--- config.mk ---
export PLATFORM = sky130hd
export DESIGN_NAME = sync_debounce
export DESIGN_NICKNAME = d
export VERILOG_FILES = /design/src/rtl/sync_debounce.sv
export SDC_FILE = /design/constraint.sdc
export NUM_CORES = 1
export LEC_CHECK = 0
export CAP_MARGIN = 10
export CORE_MARGIN = 5
export CORE_UTILIZATION = 51
export DETAILED_ROUTE_END_ITERATION = 10
export PLACE_DENSITY = 0.76
export SLEW_MARGIN = 20
export SYNTH_ARGS = -nofsm -noshare
export SYNTH_HDL_FRONTEND = slang
export SYNTH_SLANG_ARGS = --single-unit
--- constraint.sdc ---
create_clock -name clk -period 1.5 [get_ports clk]
set_input_delay 0.45 -clock clk [delete_from_list [all_inputs] [get_ports clk]]
set_output_delay 0.45 -clock clk [all_outputs]
set_load 0.1 [all_outputs]
--- src/rtl/sync_debounce.sv ---
// Purpose: per-channel synchronizer plus debouncer with registered edge pulses.
// Latency: an input step appears on out STAGES+DB_CYCLES-1 edges after the first edge that samples it.
// Backpressure: none; free-running, every channel updates every cycle.
module sync_debounce #(
  parameter int               WIDTH     = 4,
  parameter int               STAGES    = 2,
  parameter int               DB_CYCLES = 4,
  parameter logic [WIDTH-1:0] INIT      = '0
) (
  input  logic             clk,
  input  logic             reset,
  input  logic [WIDTH-1:0] in,
  output logic [WIDTH-1:0] out,
  output logic [WIDTH-1:0] rise,
  output logic [WIDTH-1:0] fall,
  output logic             changed
);

  // Counter only has to reach DB_CYCLES-1, so this width never wraps.
  localparam int            CW       = $clog2(DB_CYCLES + 1);
  localparam logic [CW-1:0] CNT_LAST = CW'(DB_CYCLES - 1);

  // Reject configurations that cannot synchronize or qualify anything.
  generate
    if (WIDTH < 1 || WIDTH > 32) begin : g_bad_width
      $error("sync_debounce: WIDTH must be in 1..32");
    end
    if (STAGES < 2) begin : g_bad_stages
      $error("sync_debounce: STAGES must be >= 2");
    end
    if (DB_CYCLES < 1) begin : g_bad_db
      $error("sync_debounce: DB_CYCLES must be >= 1");
    end
  endgenerate

  logic [WIDTH-1:0] sync_q [STAGES];
  logic [WIDTH-1:0] sync;
  logic [CW-1:0]    cnt_q  [WIDTH];
  logic [CW-1:0]    cnt_nxt[WIDTH];
  logic [WIDTH-1:0] diff;
  logic [WIDTH-1:0] accept;

  assign sync = sync_q[STAGES-1];
  assign diff = sync ^ out;

  // Metastability chain: stage 0 samples the raw pins, last stage feeds the debouncer.
  always_ff @(posedge clk or posedge reset) begin
    if (reset) begin
      for (int s = 0; s < STAGES; s++) sync_q[s] <= INIT;
    end else begin
      sync_q[0] <= in;
      for (int s = 1; s < STAGES; s++) sync_q[s] <= sync_q[s-1];
    end
  end

  // Qualification: count mismatching cycles, accept on the DB_CYCLES-th, restart on any agreement.
  always_comb begin
    accept = '0;
    for (int i = 0; i < WIDTH; i++) begin
      cnt_nxt[i] = '0;
      if (diff[i]) begin
        if (cnt_q[i] == CNT_LAST) begin
          accept[i] = 1'b1;
        end else begin
          cnt_nxt[i] = cnt_q[i] + 1'b1;
        end
      end
    end
  end

  // Counter state; reset discards any partial qualification.
  always_ff @(posedge clk or posedge reset) begin
    if (reset) begin
      for (int i = 0; i < WIDTH; i++) cnt_q[i] <= '0;
    end else begin
      for (int i = 0; i < WIDTH; i++) cnt_q[i] <= cnt_nxt[i];
    end
  end

  // Level and edge pulses are registered together so pulses line up with the new out value.
  always_ff @(posedge clk or posedge reset) begin
    if (reset) begin
      out     <= INIT;
      rise    <= '0;
      fall    <= '0;
      changed <= 1'b0;
    end else begin
      out     <= out ^ accept;
      rise    <= accept & sync;
      fall    <= accept & ~sync;
      changed <= |accept;
    end
  end

endmodule
* After elaboration in Yosys (flattened, before gate mapping)
Index checks and enable logic that the tools add are counted.
Cells by class: equality and inequality tests 4, multiplexer cells 16, reductions and logical operators 1, $add $sub $neg 4, bitwise operators 5
Operator list (count):
- 2-to-1 mux 3 bit | 8
- adder 3 x 1 -> 3 bit, second input constant | 4
- == test 3 x 2 -> 1 bit, second input constant | 4
- bitwise AND 4 bit | 2
- 2-to-1 mux 1 bit | 8
- bitwise XOR 4 bit | 2
- NOT 4 bit | 1
- OR reduction 4 bit | 1
Storage, ports and cells: output and inout port bits 13, logic and storage cells 40, bits of input ports 6, flip-flop bits (word level) 33

* Longest topological paths before layout
Gate-level depths: netlist of the first run.
word-level depth 4, mapped depth 4, mapped depth without buffers 4

* Least setup slack after synthesis of the first run
No wires, ideal clock.
path type register to register, from register with a tool-made name, to register changed, slack -244 ps, clock period less this slack 1744 ps, path buffers 0, stages on the path, launching flop included 4, arrival time 1607 ps, setup time 137 ps, required time 1363 ps, cells stage by stage dfrtp_1 and4bb_4 nor4_4 o221ai_2
RTL lines:
- to (signal assigned) | line 91 | changed <= |accept;
- to (decl) | line 16 | output logic changed

==> metrics.txt, run 1 <==
status complete, no violations; largest net degree at the start of global routing 34; GRT Total Usage 13.41%; cts bufs inserted 5; Worst-path clk slew 0.08 ns; Min-Delay Path Depth 0; CTS Hold Bufs 0; H-tree Lvls 2; wire length per cell 14.41 microns; Post-CTS Setup Bufs 0; worst path bufs/invs 1; DRC violations left 0; min cycle time layout 1.422 ns; dpl hpwl 1473 microns; dpl ws 0.1524 ns; number of global-route vias before repair 721; Setup Crit Path Kind reg -> out; total grt overflow 0; f_max 703.3 MHz; Worst-Skew Late Latency 0.32 ns; Vias 672; IR Drop Worst-Case VDD 1.308 mV; CP cell instances buf_12; Final #Nets 114; syn_nets 87; Tightest Pin Transition 0.3734 ns; fillers 149; Leakage 0.7438 nW; worst r2r src cnt_q[6]; routability congestion estimate 0.7127; Die Y 58.63 microns; CTS Sinks 33; Post-CTS Resized 0; fin worst setup slack 0.07815 ns; Yosys cell types 19; Vias/cell 5.053; quantity of I/O buffers inserted on ports 18; register bit count reported by yosys 33; synthesized area 1206 sq um; Worst Hold Launch sync_q[4]; CP Launch Type flop; drt total wl 1917 microns; Worst path max stage delay 0.47 ns; clk buf depth 2; initial antenna violation count 0; pwr dens 1878 nW/um^2; first-iteration detailed-routing DRC count 4; Final Core Density 73.11%; endpoint class of the critical path output port; Levels on crit path 1; final period utilization 94.79%; clock skew 0.005900 ns; max-slew violations 0; most common cell after layout, fill and taps aside dfrtp_1; syn_area_per_cell 15.66 sq um; flop2flop setup slack 0.14 ns; first-pass GRT wire length 3298 microns; Root Buffer clkbuf_4; Ys Warns 0; IO Count 19; Worst path slowest cell dfrtp_2; CP max FO 6; setup TNS 0 ns; CTS tree yes; P&R area growth vs syn 35.37%; CORE AREA 2233 sq um; die area 3437 sq um; arrival time of the worst setup path 0.97 ns; n_diodes 0; RSZ-0062 raised after global routing no; Seq/Total Area, Yosys 68.46%; most frequent cells in the layout dfrtp_1 (29), buf_12 (14), nor3b_1 (11); num rows 17; Max Cap Viol 0; r2r worst-path depth 4; Final Hold Fails 0; Worst slew margin 74.93%; crit-path leading delay family flip-flops; final setup fails 0; WP data required 1.05 ns; Worst Hold Class reg -> reg; die width 58.63 microns; Initial Util 54.01%; post-route ant nets 0; first-pass iteration count of the detailed router 4; share of post-route cells with drive strength above 1 30.48%; Syn Inst Count 77
-- final timing paths --
path                                         endpoint
max in group asynchronous  asynchronous set/reset pin
min                                           sync[0]
max reg2reg                                   changed
min in group asynchronous                    cnt_q[0]
min reg2reg                                   sync[0]
max                                            out[3]
-- cells by family (layout without fill, tap and decap cells) --
family	count (synthesis)	count (layout)	share of synthesized area [%]
flip-flops	33	33	68.46
AND/OR/NAND/NOR	30	30	19.40
XOR/XNOR	5	5	3.631
adder cells (fa/ha/maj)	4	4	4.150
multiplexers	3	3	2.801
AO/OA/AOI/OAI	1	1	1.244
buffers and inverters	1	29	0.3109
-- where the power goes --
part | total (W) | switching [W] | internal, W | leakage, nW
Combinational | 0.00136 | 0.000825 | 0.000540 | 0.296
Sequential | 0.00126 | 0.000181 | 0.00107 | 0.421
Clock | 0.000447 | 0.000260 | 0.000187 | 0.0265
Total | 0.00307 | 0.00127 | 0.00180 | 0.744
-- layout make-up --
class	instances	area, sq um	share of cell area [%]
Clock buffer	8	48.80	2.988
Inverter	1	3.754	0.2299
Multi-Input combinational cell	43	376.6	23.07
Sequential cell	33	830.8	50.88
Tap cell	28	35.03	2.146
Timing Repair Buffer	20	337.8	20.69
-- per-stage QoR --
step | hold WS (ns) | cells | power, W | area, sq um
3_5_place_dp | 0.3355 | 125 | 0.002653 | 1583
4_1_cts | 0.3558 | 133 | 0.003097 | 1632
5_1_grt | 0.3628 | 133 | 0.003237 | 1633
6_report | 0.3531 | 133 | 0.003067 | 1633
3_3_place_gp | 0.3338 | 125 | 0.002583 | 1583
2_1_floorplan | 0.3312 | 77 | 0.002117 | 1210
-- synthesized netlist by cell type (all sizes together) --
master	n	area share (%)
dfrtp	33	68
nor2b	2	1.0
nor3	3	1.2
ha	4	4.1
nor4	1	1.8
nor3b	11	6.8
inv	1	0.31
nand2	4	1.2
xnor2	4	2.9
xor2	1	0.73
o221ai	1	1.2
and3	1	0.52
and4bb	4	4.8
nand2b	2	1.0
mux2	3	2.8
nor2	1	0.31
and2b	1	0.62
-- routing by layer --
layer	GRT usage, %	up-vias	part of all wire (%)
met5	0	-	0
met4	7.767	0	2.0
met3	4.605	5	6.0
met2	21.05	19	50
met1	16.02	326	42
li1	-	322	-
(Power assumes the default switching activity.)
==> inputs of run 2 (changes only) <==
CORE_MARGIN = not set   (was 5)
GPL_TIMING_DRIVEN = 0   (was not set)
SETUP_SLACK_MARGIN = 0.05   (was not set)
==> metrics.txt, run 2 (synthesis results as in run 1) <==
status complete, no violations; flop2flop setup slack 0.15 ns; Max Cap Viol 0; Setup Crit Path Kind reg -> out; CTS Sinks 33; WP data required 1.05 ns; number of global-route vias before repair 687; Leakage 0.7390 nW; Levels on crit path 1; DRC violations left 0; Root Buffer clkbuf_4; arrival time of the worst setup path 0.96 ns; Worst-path clk slew 0.09 ns; final period utilization 93.74%; area of the multi-input gates 376.6 sq um; IO Count 19; Layout Cell Area excl Fill 1543 sq um; hold slack 0.3550 ns; Final #Nets 118; first-pass iteration count of the detailed router 2; CTS Hold Bufs 0; wire length per cell 12.88 microns; quantity of I/O buffers inserted on ports 18; worst r2r src cnt_q[6]; RSZ-0062 raised after global routing no; max-slew violations 0; clock skew 0.005511 ns; Vias 704; die width 50.63 microns; dpl hpwl 1126 microns; final setup fails 0; largest net degree at the start of global routing 34; CP Launch Type flop; first-iteration detailed-routing DRC count 2; area taken by flip-flops and latches 830.8 sq um; Vias/cell 5.139; endpoint class of the critical path output port; r2r endpoint changed; cts bufs inserted 5; post-route ant nets 0; Worst path slowest cell dfrtp_2; share of post-route cells with drive strength above 1 35.78%; Die Y 50.63 microns; clk buf depth 2; CORE AREA 2212 sq um; Worst slew margin 57.57%; Worst Hold Class reg -> reg; n_diodes 0; CTS tree yes; Tightest Pin Transition 0.6355 ns; CP max FO 4; P&R area growth vs syn 27.90%; fin worst setup slack 0.09383 ns; first-pass GRT wire length 2815 microns; H-tree Lvls 2; Placed Area 1426 sq um; Initial Util 54.52%; initial antenna violation count 0; setup TNS 0 ns; worst path bufs/invs 1; routability congestion estimate 0.7008; Worst-Skew Late Latency 0.33 ns; min cycle time layout 1.406 ns; num rows 17; drt total wl 1765 microns; dpl ws -0.4876 ns; CP endpoint out[1]; fillers 166; most frequent cells in the layout dfrtp_1 (29), buf_4 (13), nor3b_1 (11); total grt overflow 0; f_max 711.2 MHz; Worst path max stage delay 0.45 ns; GRT Total Usage 15.92%; die area 2563 sq um; total power 0.003069 W; most common cell after layout, fill and taps aside dfrtp_1; Final Hold Fails 0; CP cell instances buf_12; r2r worst-path depth 4; crit-path leading delay family flip-flops; pwr dens 1989 nW/um^2; IR Drop Worst-Case VDD 1.627 mV
-- run 2: timing repair --
action,in CTS,in global routing
buffers inserted,0,6
resized for setup,86,5
hold endpoints to repair,0,0
endpoints found under the setup margin,13,6
-- run 2: worst min path at each step --
stage               cells past startpoint      end      start
floorplan                               0  sync[0]  sync_q[4]
global placement                        0  sync[1]  sync_q[5]
detailed placement                      0  sync[1]  sync_q[5]
CTS                                     0  sync[1]  sync_q[5]
global route                            0  sync[0]  sync_q[4]
finish                                  0  sync[1]  sync_q[5]
-- run 2: final cells by class --
type                       count  share of cell area (%)
clock buffer                   6                   2.676
clock inverter                 2                  0.6488
inverter                       1                  0.2433
multi-input combinational     43                   24.41
sequential                    33                   53.85
tap                           28                   2.271
timing repair buffer          24                   15.90
-- run 2: report_power, final --
part | switching, W | internal [W]
logic | 0.000865 | 0.000545
clock network | 0.000286 | 0.000178
registers | 0.000121 | 0.00107
-- run 2: routing by layer --
layer  GRT usage (%)  up-vias  wire length (microns)
li1                -      330                      -
met1           16.39      354                    683
met2           26.22       16                    951
met3           7.273        4                     92
met4           9.722        0                     38
met5               0        -                      0
-- run 2: per-stage QoR --
step	instances	util, %
floorplan	77	-
global placement	123	64.48
detailed placement	123	64.48
CTS	131	66.74
global route	137	69.74
finish	137	69.74
==> variant, RTL diff (settings of run 1) <==
Reset style: synchronous (`reset`), changed in 3 clocked blocks.
--- a/src/rtl/sync_debounce.sv
+++ b/src/rtl/sync_debounce.sv
@@ -45,5 +45,5 @@
 
   // Metastability chain: stage 0 samples the raw pins, last stage feeds the debouncer.
-  always_ff @(posedge clk or posedge reset) begin
+  always_ff @(posedge clk) begin
     if (reset) begin
       for (int s = 0; s < STAGES; s++) sync_q[s] <= INIT;
@@ -70,5 +70,5 @@
 
   // Counter state; reset discards any partial qualification.
-  always_ff @(posedge clk or posedge reset) begin
+  always_ff @(posedge clk) begin
     if (reset) begin
       for (int i = 0; i < WIDTH; i++) cnt_q[i] <= '0;
@@ -79,5 +79,5 @@
 
   // Level and edge pulses are registered together so pulses line up with the new out value.
-  always_ff @(posedge clk or posedge reset) begin
+  always_ff @(posedge clk) begin
     if (reset) begin
       out     <= INIT;
Formal check against the unedited RTL: differs if reset is asserted again (counterexample within 10 cycles, from zero or initial values and one cycle with reset high); with reset held inactive, the same outputs for 10 cycles.
==> variant against run 1 <==
  * Global-route usage is 0.65 points lower
  * Synthesized area down 5.5%
  * Wire length shrank 5.7%
  * Via count rose by 14%
  * Setup slack better by 52 ps
  * Final cell count increased by 17%
  * Sequential cell count unchanged
  * Final area decreased by 4.0%
  * Critical endpoint is now out[0]
Power is not compared: it rests on default switching activity, and its combinational part moved more than twofold at a synthesized area within 25%.
==> variant: results (changes against run 1) <==
Final layout
  • Non-Filler Instances: 155 (+17%)
  • Fin nets: 141 (+24%)
  • Share of layout cells above drive strength 1: 26.0% (-4.5 points)
  • Fillcell total: 181 (+21%)

Clock network
  • Clock Path Buffers: 2 (unchanged)
  • Clk root buf: clkbuf_4

Place
  • GP Congestion: 0.695 (-2.5%)
  • Dpl hpwl: 1430 µm (-2.7%)
  • Placed Cells: 148 (+18%)
  • Placement Setup Slack: -134 ps (-286 ps)

STA
  • Max-Slew Margin vs Limit: 79.9% (+5.0 points)
  • Clock Skew: 5.48 ps (-0.418 ps)
  • Hold_ws: 421 ps (+68.3 ps)

Synth
  • Post-Synth Adder-Cell Area: 8.78% (+4.6 points)
  • YS warnings: 0 (unchanged)
  • Main area contributors after synthesis: dfxtp_1 58%, ha_1 8.8%, nor4bb_1 5.3%, nor2b_1 4.4%, nor2_1 4.3%
  • Synth Area in Compound Gates: 1.32% (+0.072 points)
  • Mux share of post-synthesis cell area: 3.51% (+0.71 points)
  • Syn nets: 114 (+31%)
  • Async S/R FF share, synth: 0% (-100 points)
  • Mapped Cells: 100 (+30%)
  • Sequential-to-total area share from yosys stat: 58.0% (-11 points)
  • XOR/XNOR Fraction of Synth Area: 3.07% (-0.56 points)
  • Post-synth EDFFs: 0 (unchanged)
  • Library cells used by synthesis: 18 (-1)
  • Synth top cells by count: 33 x dfxtp_1, 13 x nor2_1, 8 x ha_1, 8 x inv_1, 8 x nor2b_1

Worst hold path
  • Hold Path Class: reg -> reg
  • WHS Endpoint: cnt_q[2][0]
  • Hold path depth: 1 (+1)
  • Hold Startpoint: cnt_q[2][0]

Routing
  • DR WL/cell: 11.7 µm (-19%)
  • DR iter-0 viols: 8 (+4)
  • Vias per cell: 4.93 (-2.4%)

Global routing
  • First-pass GRT wire length: 3010 µm (-8.8%)
  • Tot GR Track Use: 12.8% (-0.65 points)
  • Number of global-route vias before repair: 772 (+7.1%)
  • Largest net degree at the start of global routing: 10 (-71%)

Setup path
  • Worst r2r src: cnt_q[1][0]
  • Arrival time at the worst endpoint: 920 ps (-50 ps)
  • Slowest-stage cell, CP: dfxtp_2
  • FF-to-FF End: cnt_q[1][0]
  • Slowest stage delay, CP: 400 ps (-70 ps)
  • Reg2Reg Setup Slack: 170 ps (+30 ps)
  • Peak fanout along the critical path: 5 (-1)

Power and ir drop
  • Leakage power: 0.608 nW
  • Max rail drop VDD: around 0.0008 V

Status
  • Status: finished clean
==> variant: changes by cell type after synthesis, sizes merged, moves of 3 or more <==
cell / before / now
and4bb: 4 / 0
dfrtp: 33 / 0
dfxtp: 0 / 33
ha: 4 / 8
inv: 1 / 8
mux2: 3 / 0
mux2i: 0 / 4
nand2: 4 / 1
nor2: 1 / 16
nor2b: 2 / 8
nor3: 3 / 0
nor3b: 11 / 0
nor4bb: 0 / 6
or3: 0 / 3
==> variant: how the worst max path moves through the flow <==
stage	startpoint	to	slack (ps)	cells after the start
after floorplan	changed	changed	140	0
after global placement	reset	fall[0]	-100	3
after detailed placement	reset	rise[0]	-130	3
after CTS	register	out[0]	110	1
after global routing	register	out[3]	80	1
final	register	out[0]	130	1
==> variant: cell type report <==
type                    instances  area [µm²]  share of cell area (%)
flip-flops and latches         33         666                    42.5
repair buffers                 22         340                    21.7
clock buffers                   7        55.1                    3.51
inverters                       8        30.0                    1.92
well taps                      28        35.0                    2.23
multi-input cells              57         442                    28.2
==> variant: kinds of logic after synthesis <==
family / count (synthesis)
simple gates: 39
flops: 33
buf+inv: 10
fa+ha+maj: 8
xor+xnor: 4
mux: 4
compound gates: 2
==> variant: per-layer routing <==
metal  track usage (%)  vias to the layer above  part of all wire [%]
met2              23.0                       17                    54
met1              10.1                      358                    37
li1                  -                      383                     -
met3              8.14                        6                   7.0
met5                 0                        -                     0
met4              7.62                        0                   1.8
==> variant: power by group <==
part	leakage, nW	switching [W]	internal, W
clock	0.0314	0.000268	0.000221
sequential	0.270	0.00000779	0.000889
combinational	0.306	0.0000219	0.0000324
==> variant: per-stage QoR <==
stage	area, µm²	utilization (%)
2_1_floorplan	1140	-
3_3_place_gp	1510	69.7
3_5_place_dp	1510	69.7
4_1_cts	1570	72.3
5_1_grt	1570	72.3
6_report	1570	72.3
